`config.mk`:
```
export PLATFORM = sky130hd
export DESIGN_NAME = ex_hazard_unit
export DESIGN_NICKNAME = d
export VERILOG_FILES = /design/src/rtl/ex_hazard_unit_pkg.sv /design/src/rtl/ex_hazard_unit_scoreboard.sv /design/src/rtl/ex_hazard_unit.sv
export SDC_FILE = /design/constraint.sdc
export NUM_CORES = 1
export LEC_CHECK = 0
export CORE_MARGIN = 3
export CORE_UTILIZATION = 35
export CTS_BUF_LIST = sky130_fd_sc_hd__clkbuf_4 sky130_fd_sc_hd__clkbuf_8 sky130_fd_sc_hd__clkbuf_16
export DETAILED_ROUTE_END_ITERATION = 12
export PLACE_DENSITY_LB_ADDON = 0.25
export SYNTH_ARGS = -nofsm -noshare
export SYNTH_HDL_FRONTEND = slang
export SYNTH_SLANG_ARGS = --single-unit
```
`constraint.sdc`:
```
create_clock -name clk -period 5.5 [get_ports clk]
set_input_delay 1.1 -clock clk [delete_from_list [all_inputs] [get_ports clk]]
set_output_delay 1.1 -clock clk [all_outputs]
set_load 0.02 [all_outputs]
```
`src/rtl/ex_hazard_unit_pkg.sv`:
```
// Shared definitions for the EX-stage hazard unit: forward-select codes,
// FSM state constants and instruction field positions.
package ex_hazard_unit_pkg;

  localparam logic [1:0] FWD_RF  = 2'b00;
  localparam logic [1:0] FWD_WB  = 2'b01;
  localparam logic [1:0] FWD_MEM = 2'b10;

  typedef logic [0:0] state_t;
  localparam state_t ST_RUN   = 1'b0;
  localparam state_t ST_STALL = 1'b1;

  localparam int RS_HI = 25;
  localparam int RS_LO = 21;
  localparam int RT_HI = 20;
  localparam int RT_LO = 16;
  localparam int RD_HI = 15;
  localparam int RD_LO = 11;

endpackage

```
`src/rtl/ex_hazard_unit_scoreboard.sv`:
```
// Tracks the destination registers of the instructions in MEM and WB and
// reports which of them match the EX-stage source operands.
module hazard_scoreboard
  import ex_hazard_unit_pkg::*;
#(
  parameter int REG_ADDR_W = 5
) (
  input  logic                  clk,
  input  logic                  reset,
  input  logic [REG_ADDR_W-1:0] ex_dst,
  input  logic [REG_ADDR_W-1:0] rs,
  input  logic [REG_ADDR_W-1:0] rt,
  output logic                  rs_mem_hit,
  output logic                  rs_wb_hit,
  output logic                  rt_mem_hit,
  output logic                  rt_wb_hit
);

  logic [REG_ADDR_W-1:0] mem_dst;
  logic [REG_ADDR_W-1:0] wb_dst;

  always_ff @(posedge clk or negedge reset) begin
    if (!reset) begin
      mem_dst <= '0;
      wb_dst  <= '0;
    end else begin
      mem_dst <= ex_dst;
      wb_dst  <= mem_dst;
    end
  end

  // Register 0 never carries a pending write, so it never matches.
  assign rs_mem_hit = (rs != '0) && (rs == mem_dst);
  assign rs_wb_hit  = (rs != '0) && (rs == wb_dst);
  assign rt_mem_hit = (rt != '0) && (rt == mem_dst);
  assign rt_wb_hit  = (rt != '0) && (rt == wb_dst);

endmodule

```
`src/rtl/ex_hazard_unit.sv`:
```
// EX-stage hazard unit: forwarding selects, load-use stall/bubble and branch
// flush. Optional counters are enabled with the HAZ_STATS_EN macro.
module ex_hazard_unit
  import ex_hazard_unit_pkg::*;
#(
  parameter int LOAD_USE_CYCLES = 1,
  parameter int REG_ADDR_W      = 5
) (
  input  logic        clk,
  input  logic        reset,
  input  logic [31:0] Instr_ID,
  input  logic        Branch_taken_ID,
  input  logic [31:0] Instr_Ex,
  input  logic        RegWrite_Ex,
  input  logic        MemtoReg_Ex,
  input  logic        RegDst_Ex,
  output logic [1:0]  ForwardA_Ex,
  output logic [1:0]  ForwardB_Ex,
  output logic        Stall_IF,
  output logic        Stall_ID,
  output logic        Flush_Ex,
  output logic        Flush_ID,
  output state_t      dbg_state
`ifdef HAZ_STATS_EN
  ,output logic [31:0] stall_count
  ,output logic [31:0] flush_count
`endif
);

  logic [REG_ADDR_W-1:0] ex_dst;
  logic [REG_ADDR_W-1:0] id_rs;
  logic [REG_ADDR_W-1:0] id_rt;
  logic                  hz;
  logic                  stall;
  logic                  rs_mem_hit, rs_wb_hit, rt_mem_hit, rt_wb_hit;
  state_t                state, state_nxt;
  logic [2:0]            cnt, cnt_nxt;
  logic                  unused_bits;

  assign unused_bits = ^{Instr_ID, Instr_Ex};

  assign ex_dst = !RegWrite_Ex ? '0 :
                  RegDst_Ex    ? Instr_Ex[RD_LO +: REG_ADDR_W] : Instr_Ex[RT_LO +: REG_ADDR_W];
  assign id_rs  = Instr_ID[RS_LO +: REG_ADDR_W];
  assign id_rt  = Instr_ID[RT_LO +: REG_ADDR_W];

  hazard_scoreboard #(.REG_ADDR_W(REG_ADDR_W)) u_scoreboard (
    .clk        (clk),
    .reset      (reset),
    .ex_dst     (ex_dst),
    .rs         (Instr_Ex[RS_LO +: REG_ADDR_W]),
    .rt         (Instr_Ex[RT_LO +: REG_ADDR_W]),
    .rs_mem_hit (rs_mem_hit),
    .rs_wb_hit  (rs_wb_hit),
    .rt_mem_hit (rt_mem_hit),
    .rt_wb_hit  (rt_wb_hit)
  );

  // MEM holds the younger result, so it wins over WB.
  assign ForwardA_Ex = rs_mem_hit ? FWD_MEM : (rs_wb_hit ? FWD_WB : FWD_RF);
  assign ForwardB_Ex = rt_mem_hit ? FWD_MEM : (rt_wb_hit ? FWD_WB : FWD_RF);

  assign hz = MemtoReg_Ex && (ex_dst != '0) && ((ex_dst == id_rs) || (ex_dst == id_rt));

  always_comb begin
    state_nxt = state;
    cnt_nxt   = cnt;
    stall     = 1'b0;
    case (state)
      ST_RUN: begin
        if (hz) begin
          stall = 1'b1;
          if (LOAD_USE_CYCLES > 1) begin
            state_nxt = ST_STALL;
            cnt_nxt   = 3'(LOAD_USE_CYCLES - 1);
          end
        end
      end
      default: begin
        stall   = 1'b1;
        cnt_nxt = cnt - 3'd1;
        if (cnt == 3'd1) state_nxt = ST_RUN;
      end
    endcase
  end

  always_ff @(posedge clk or negedge reset) begin
    if (!reset) begin
      state <= ST_RUN;
      cnt   <= '0;
    end else begin
      state <= state_nxt;
      cnt   <= cnt_nxt;
    end
  end

  assign Stall_IF  = stall;
  assign Stall_ID  = stall;
  assign Flush_Ex  = stall;
  // A held branch re-resolves once the stall releases IF/ID.
  assign Flush_ID  = Branch_taken_ID && !stall;
  assign dbg_state = state;

`ifdef HAZ_STATS_EN
  always_ff @(posedge clk or negedge reset) begin
    if (!reset) begin
      stall_count <= '0;
      flush_count <= '0;
    end else begin
      if (Stall_ID && (stall_count != '1)) stall_count <= stall_count + 32'd1;
      if (Flush_ID && (flush_count != '1)) flush_count <= flush_count + 32'd1;
    end
  end
`else
  // Statistics counters are not built in this configuration.
`endif

endmodule

```
Word-level counts from Yosys, hierarchy flattened
Cells that the tools add are included.
{ "word_totals": {"register_bits": 14, "output_inout_bits": 9, "elab_cells": 34} }
{ "classes": {"reduce_logical": 12, "mux": 10, "n_addsub": 1, "n_eq_ne": 7} }
{ "op_table": {"columns": ["operator", "n"], "rows": [
  ["$eq 5x5->1", 6],
  ["$reduce_bool 5->1", 3],
  ["$mux 5", 2],
  ["$logic_and 1x1->1", 7],
  ["$mux 1", 6],
  ["$mux 2", 2],
  ["$eq 3x1->1 const B", 1],
  ["$sub 3x1->3 const B", 1],
  ["$logic_not 1->1", 1],
  ["$logic_or 1x1->1", 1]
]} }

Longest topological paths before layout
Gate-level depths: netlist (run 1).
{ "logic_depth": {"word_depth": 9, "ltp_mapped": 8, "depth_no_buf": 6} }

Hierarchy
A second synthesis (run 1) with hierarchy kept.
{ "unflattened": {"hier_cells": 101, "area_unflattened_um2": 1004.7} }
{ "by_module_without_submodules": {"columns": ["mod", "cells_per_inst", "n_inst", "area_per_inst_um2"], "rows": [
  ["ex_hazard_unit", 59, 1, 511.7],
  ["hazard_scoreboard", 42, 1, 493.0]
]} }

Least setup slack after synthesis (run 1)
Ideal clock, no wire load.
{ "synth_path": {"kind": "input -> output", "start": "input port RegDst_Ex", "end": "output port Stall_ID", "setup_slack_ns": 1.645, "arrival_ns": 2.755, "n_path_buf": 2, "required_time_ns": 4.400, "cell_stages": 8, "path_cell_list": "buf_6 > mux2_4 > nand2_2 > xnor2_1 > or4_1 > a21oi_1 > or2_1 > buf_4"} }
{ "synth_between": {"elab_chain_len": 7} }
{ "synth_rtl": {"columns": ["item", "line_no", "text"], "rows": [
  ["start: declaration", "ex_hazard_unit.sv:16", "input logic RegDst_Ex,"],
  ["$mux 5 (*)", "ex_hazard_unit.sv:43", "RegDst_Ex ? Instr_Ex[RD_LO +: REG_ADDR_W] : Instr_Ex[RT_LO +: REG_ADDR_W];"],
  ["$mux 5 (*)", "ex_hazard_unit.sv:42", "assign ex_dst = !RegWrite_Ex ? '0 :"],
  ["$eq 5x5->1 / $reduce_bool 5->1 (equally long branches)", "ex_hazard_unit.sv:63", "assign hz = MemtoReg_Ex && (ex_dst != '0) && ((ex_dst == id_rs) || (ex_dst == id_rt));"],
  ["$logic_or 1x1->1 / $logic_and 1x1->1 (equally long branches)", "ex_hazard_unit.sv:63", null],
  ["$logic_and 1x1->1 (*)", "ex_hazard_unit.sv:63", null],
  ["$mux 1 (*)", "ex_hazard_unit.sv:71", "if (hz) begin"],
  ["$mux 1 (*)", "ex_hazard_unit.sv:69", "case (state)"],
  ["end: declaration", "ex_hazard_unit.sv:20", "output logic Stall_ID,"]
]} }
Every way passes the cells marked *; elsewhere a longest branch is shown, timed or not.

Final worst setup path (run 1)
{ "layout_path": {"start": "input port RegDst_Ex", "end": "output port Flush_Ex"} }
{ "layout_between": {"elab_chain_len": 7} }
{ "layout_rtl": {"columns": ["item", "line_no", "text"], "rows": [
  ["$mux 5 (*)", "ex_hazard_unit.sv:43", null],
  ["$mux 5 (*)", "ex_hazard_unit.sv:42", null],
  ["$eq 5x5->1 / $reduce_bool 5->1 (equally long branches)", "ex_hazard_unit.sv:63", null],
  ["$logic_or 1x1->1 / $logic_and 1x1->1 (equally long branches)", "ex_hazard_unit.sv:63", null],
  ["$logic_and 1x1->1 (*)", "ex_hazard_unit.sv:63", null],
  ["$mux 1 (*)", "ex_hazard_unit.sv:71", null],
  ["$mux 1 (*)", "ex_hazard_unit.sv:69", null],
  ["end: declaration", "ex_hazard_unit.sv:21", "output logic Flush_Ex,"]
]} }
Marks and branches as above.

==> run_results.csv, run 1 <==
group,metric,value,unit
run_status,outcome,"finished clean",
synth,synthDistinctLibCells,26,
cts,clockRootBuffer,"clkbuf_4",
timing,hold_viol,0,
power_and_ir_drop,leakage,0.591,nW
worst_setup_path,reg2regPathDepth,3,
timing,setup_viol_count_final,0,
layout,antennaDiodeCount,0,
synth,synth_area,971,um2
placed_design,dpl.hpwl,1670,um
cts,post_cts_resized,0,
floorplan,core_area,2570,um2
timing,rsz0062_at_grt,"false",
global_route,antenna_found_initial,0,
synth,syn_avg_cell_area,9.91,um2
synth,synth_seq_cells,14,
worst_setup_path,rr_endpoint,"cnt[1]",
detailed_routing,ant_nets,0,
floorplan,die_h,58.7,um
worst_setup_path,crit_top_cell,"clkdlybuf4s50_1",
placed_design,place_area,1350,um2
global_route,grt_start_max_net_pins,15,
min_path,hold_path_class,"reg2reg",
floorplan,num_rows,18,
cts,cts_sinks,14,
cts,cts_hold_buf,0,
layout,design_area,1380,um2
floorplan,ios,79,
min_path,hold_depth,0,
timing,max_slew_margin,61.5,%
power_and_ir_drop,p_per_area,170,nW/um2
timing,finalCritPeriodShare,88.0,%
detailed_routing,wl,1960,um
placed_design,place_worst_setup_slack,0.661,ns
worst_setup_path,worstPathRequired,4.40,ns
worst_setup_path,rrSetupSlack,4.58,ns
floorplan,dieArea,3440,um2
timing,setup_tns,0,ns
timing,slew_viol_final,0,
timing,max_freq,207,MHz
synth,ys_seq_area_share,36.1,%
min_path,min_from,"u_scoreboard.mem_dst[4]",
detailed_routing,wl_per_cell,11.9,um
synth,synth_warnings,0,
global_route,grt_pass1_vias,755,
worst_setup_path,crit_type,"in2out",
layout,regArea,350,um2
detailed_routing,initialDrtViolationCount,17,
detailed_routing,vias,793,
timing,tightest_slew,0.575,ns
worst_setup_path,cp_slowest_cell,"clkdlybuf4s50_1",
synth,synthTopCellsByArea,"dfrtp_1 36%, xor2_1 16%, xnor2_1 9.0%",
worst_setup_path,end_kind,"output port",
worst_setup_path,cp.arrival,3.74,ns
detailed_routing,drc_errors,0,
synth,syn-num-nets,170,
global_route,grt_pass1_wl,3110,um
global_route,grt_util_all_layers,11.9,%
cts,cts_tree,"built",
layout,drive_gt1_share,5.22,%
floorplan,start_util,37.8,%
run,maxCapViolCount,0,
cts,clk_latency,0.27,ns
worst_setup_path,max_stage_delay,0.63,ns
synth,yosys.area.top_type,"dfrtp_1",
placed_design,gp_congestion,0.723,
worst_setup_path,cp-start-kind,"input pin",
timing,worst_slack,0.662,ns
cts,htreeDepth,1,
layout,nNetsFinal,208,
cts,cts.reportedPaths.clkPinSlew,0.07,ns
detailed_routing,drt_pass1_iterations,3,
layout,multiInputGateArea,553,um2
layout,final.fill_count,268,
worst_setup_path,cp_max_fo,5,
placed_design,io_buffers,39,
timing,finClkSkew,0.00162,ns
timing,post-route-min-period,4.84,ns
global_route,grt-ovfl-total,0,
detailed_routing,vias_per_cell,4.84,
worst_setup_path,crit_chain,"clkdlybuf4s50_1 -> mux2i_1 -> or3_1 -> nand4_1 -> or4_1 -> a21oi_1 -> or2_1 -> clkdlybuf4s50_1",
synth,synth_top_area_share,36.1,%
synth,syn_inst,98,
layout,syn_to_final_growth,41.8,%
cts,cts_buffers,3,
power_and_ir_drop,vdd.ir_drop.worst,92.0,uV
cts,cts_buffer_depth,2,
min_path,min_to,"u_scoreboard.wb_dst[4]",
worst_setup_path,r2r_start,"cnt[0]",
cts,post_cts_buffers,0,
floorplan,fp.dieW,58.7,um
-- synth_stat cells --
cell and number:
a21boi_0 1, a21oi_1 1, and4b_1 1, buf_4 4, buf_6 1, clkbuf_1 1, dfrtp_1 14, ha_1 2
inv_1 6, mux2_4 2, mux2i_1 4, nand2_1 2, nand2_2 2, nand3_1 2, nand4_1 2, nor2_1 5
nor3_1 1, nor3b_1 1, nor4_1 4, o21ai_0 4, o41ai_1 1, or2_1 1, or3_1 3, or4_1 5
xnor2_1 10, xor2_1 18
-- power breakdown --
group / internal (mW) / leakage, nW / switching, mW
sequential: 0.108 / 0.185 / 0.00499
combinational: 0.0405 / 0.392 / 0.0276
clock: 0.0253 / 0.0138 / 0.0275
-- stage by stage --
step           cells  utilization (%)  power, mW  hold slack (ns)
3_3_place_gp     161             52.7      0.182            0.435
5_1_grt          164             53.6      0.246            0.472
2_1_floorplan     98                -      0.148            0.409
4_1_cts          164             53.6      0.237            0.454
3_5_place_dp     161             52.7      0.183            0.439
6_report         164             53.6      0.233            0.448
-- per-layer routing --
layer / vias to the layer above / share of wire [%] / GRT usage [%]
met2: 22 / 53 / 21.9
met1: 365 / 41 / 13.3
met4: 0 / 0 / 5.83
met3: 0 / 6.1 / 1.75
li1: 406 / - / -
met5: - / 0 / 0
-- final cells by class --
class / instances / share of cell area [%]
Multi-Input combinational cell: 72 / 40.2
Clock buffer: 3 / 1.64
Tap cell: 30 / 2.73
Timing Repair Buffer: 39 / 28.4
Sequential cell: 14 / 25.5
Inverter: 6 / 1.64
-- worst max-delay path, delay by kind of cell --
kind            cells  cell delay, ns
buf+inv             2            1.24
simple gates        4            0.80
mux                 1            0.40
compound gates      1            0.20
-- layout by cell type (no fill, tap or decap) --
cell / netlist / final
nand2_1: 2 / 2
mux2_4: 2 / 2
xnor2_1: 10 / 10
nor4_1: 4 / 4
xor2_1: 18 / 18
dfrtp_1: 14 / 14
inv_1: 6 / 6
o21ai_0: 4 / 4
nor3b_1: 1 / 1
a21oi_1: 1 / 1
nand2_2: 2 / 2
nand3_1: 2 / 2
or2_1: 1 / 1
clkbuf_4: 0 / 3
nand4_1: 2 / 2
a21boi_0: 1 / 1
or4_1: 5 / 5
clkdlybuf4s50_1: 0 / 39
o41ai_1: 1 / 1
nor2_1: 5 / 5
mux2i_1: 4 / 4
nor3_1: 1 / 1
ha_1: 2 / 2
or3_1: 3 / 3
and4b_1: 1 / 1
-- worst max path at each step --
stage,from,endpoint
floorplan,RegDst_Ex,Stall_ID
global route,RegDst_Ex,Flush_Ex
finish,RegDst_Ex,Flush_Ex
CTS,RegDst_Ex,Flush_Ex
detailed placement,RegDst_Ex,Flush_Ex
global placement,RegDst_Ex,Flush_Ex
-- registers in the layout (all words and copies together) (netlist names) --
register              cells
cnt                       3
dbg_state                 1
u_scoreboard.mem_dst      5
u_scoreboard.wb_dst       5
-- kinds of logic after synthesis --
group | share of synthesized area, %
XOR/XNOR | 25.3
flip-flops | 36.1
AO/OA/AOI/OAI | 4.25
adder cells (fa/ha/maj) | 2.58
buffers and inverters | 6.96
AND/OR/NAND/NOR | 17.7
multiplexers | 7.22
(Power assumes the default switching activity.)
==> inputs of run 2 (changes only) <==
Settings changed: GPL_ROUTABILITY_DRIVEN set to 0.
==> results of run 2 <==
The final DEF is identical to that of run 1; final timing and power are the same.
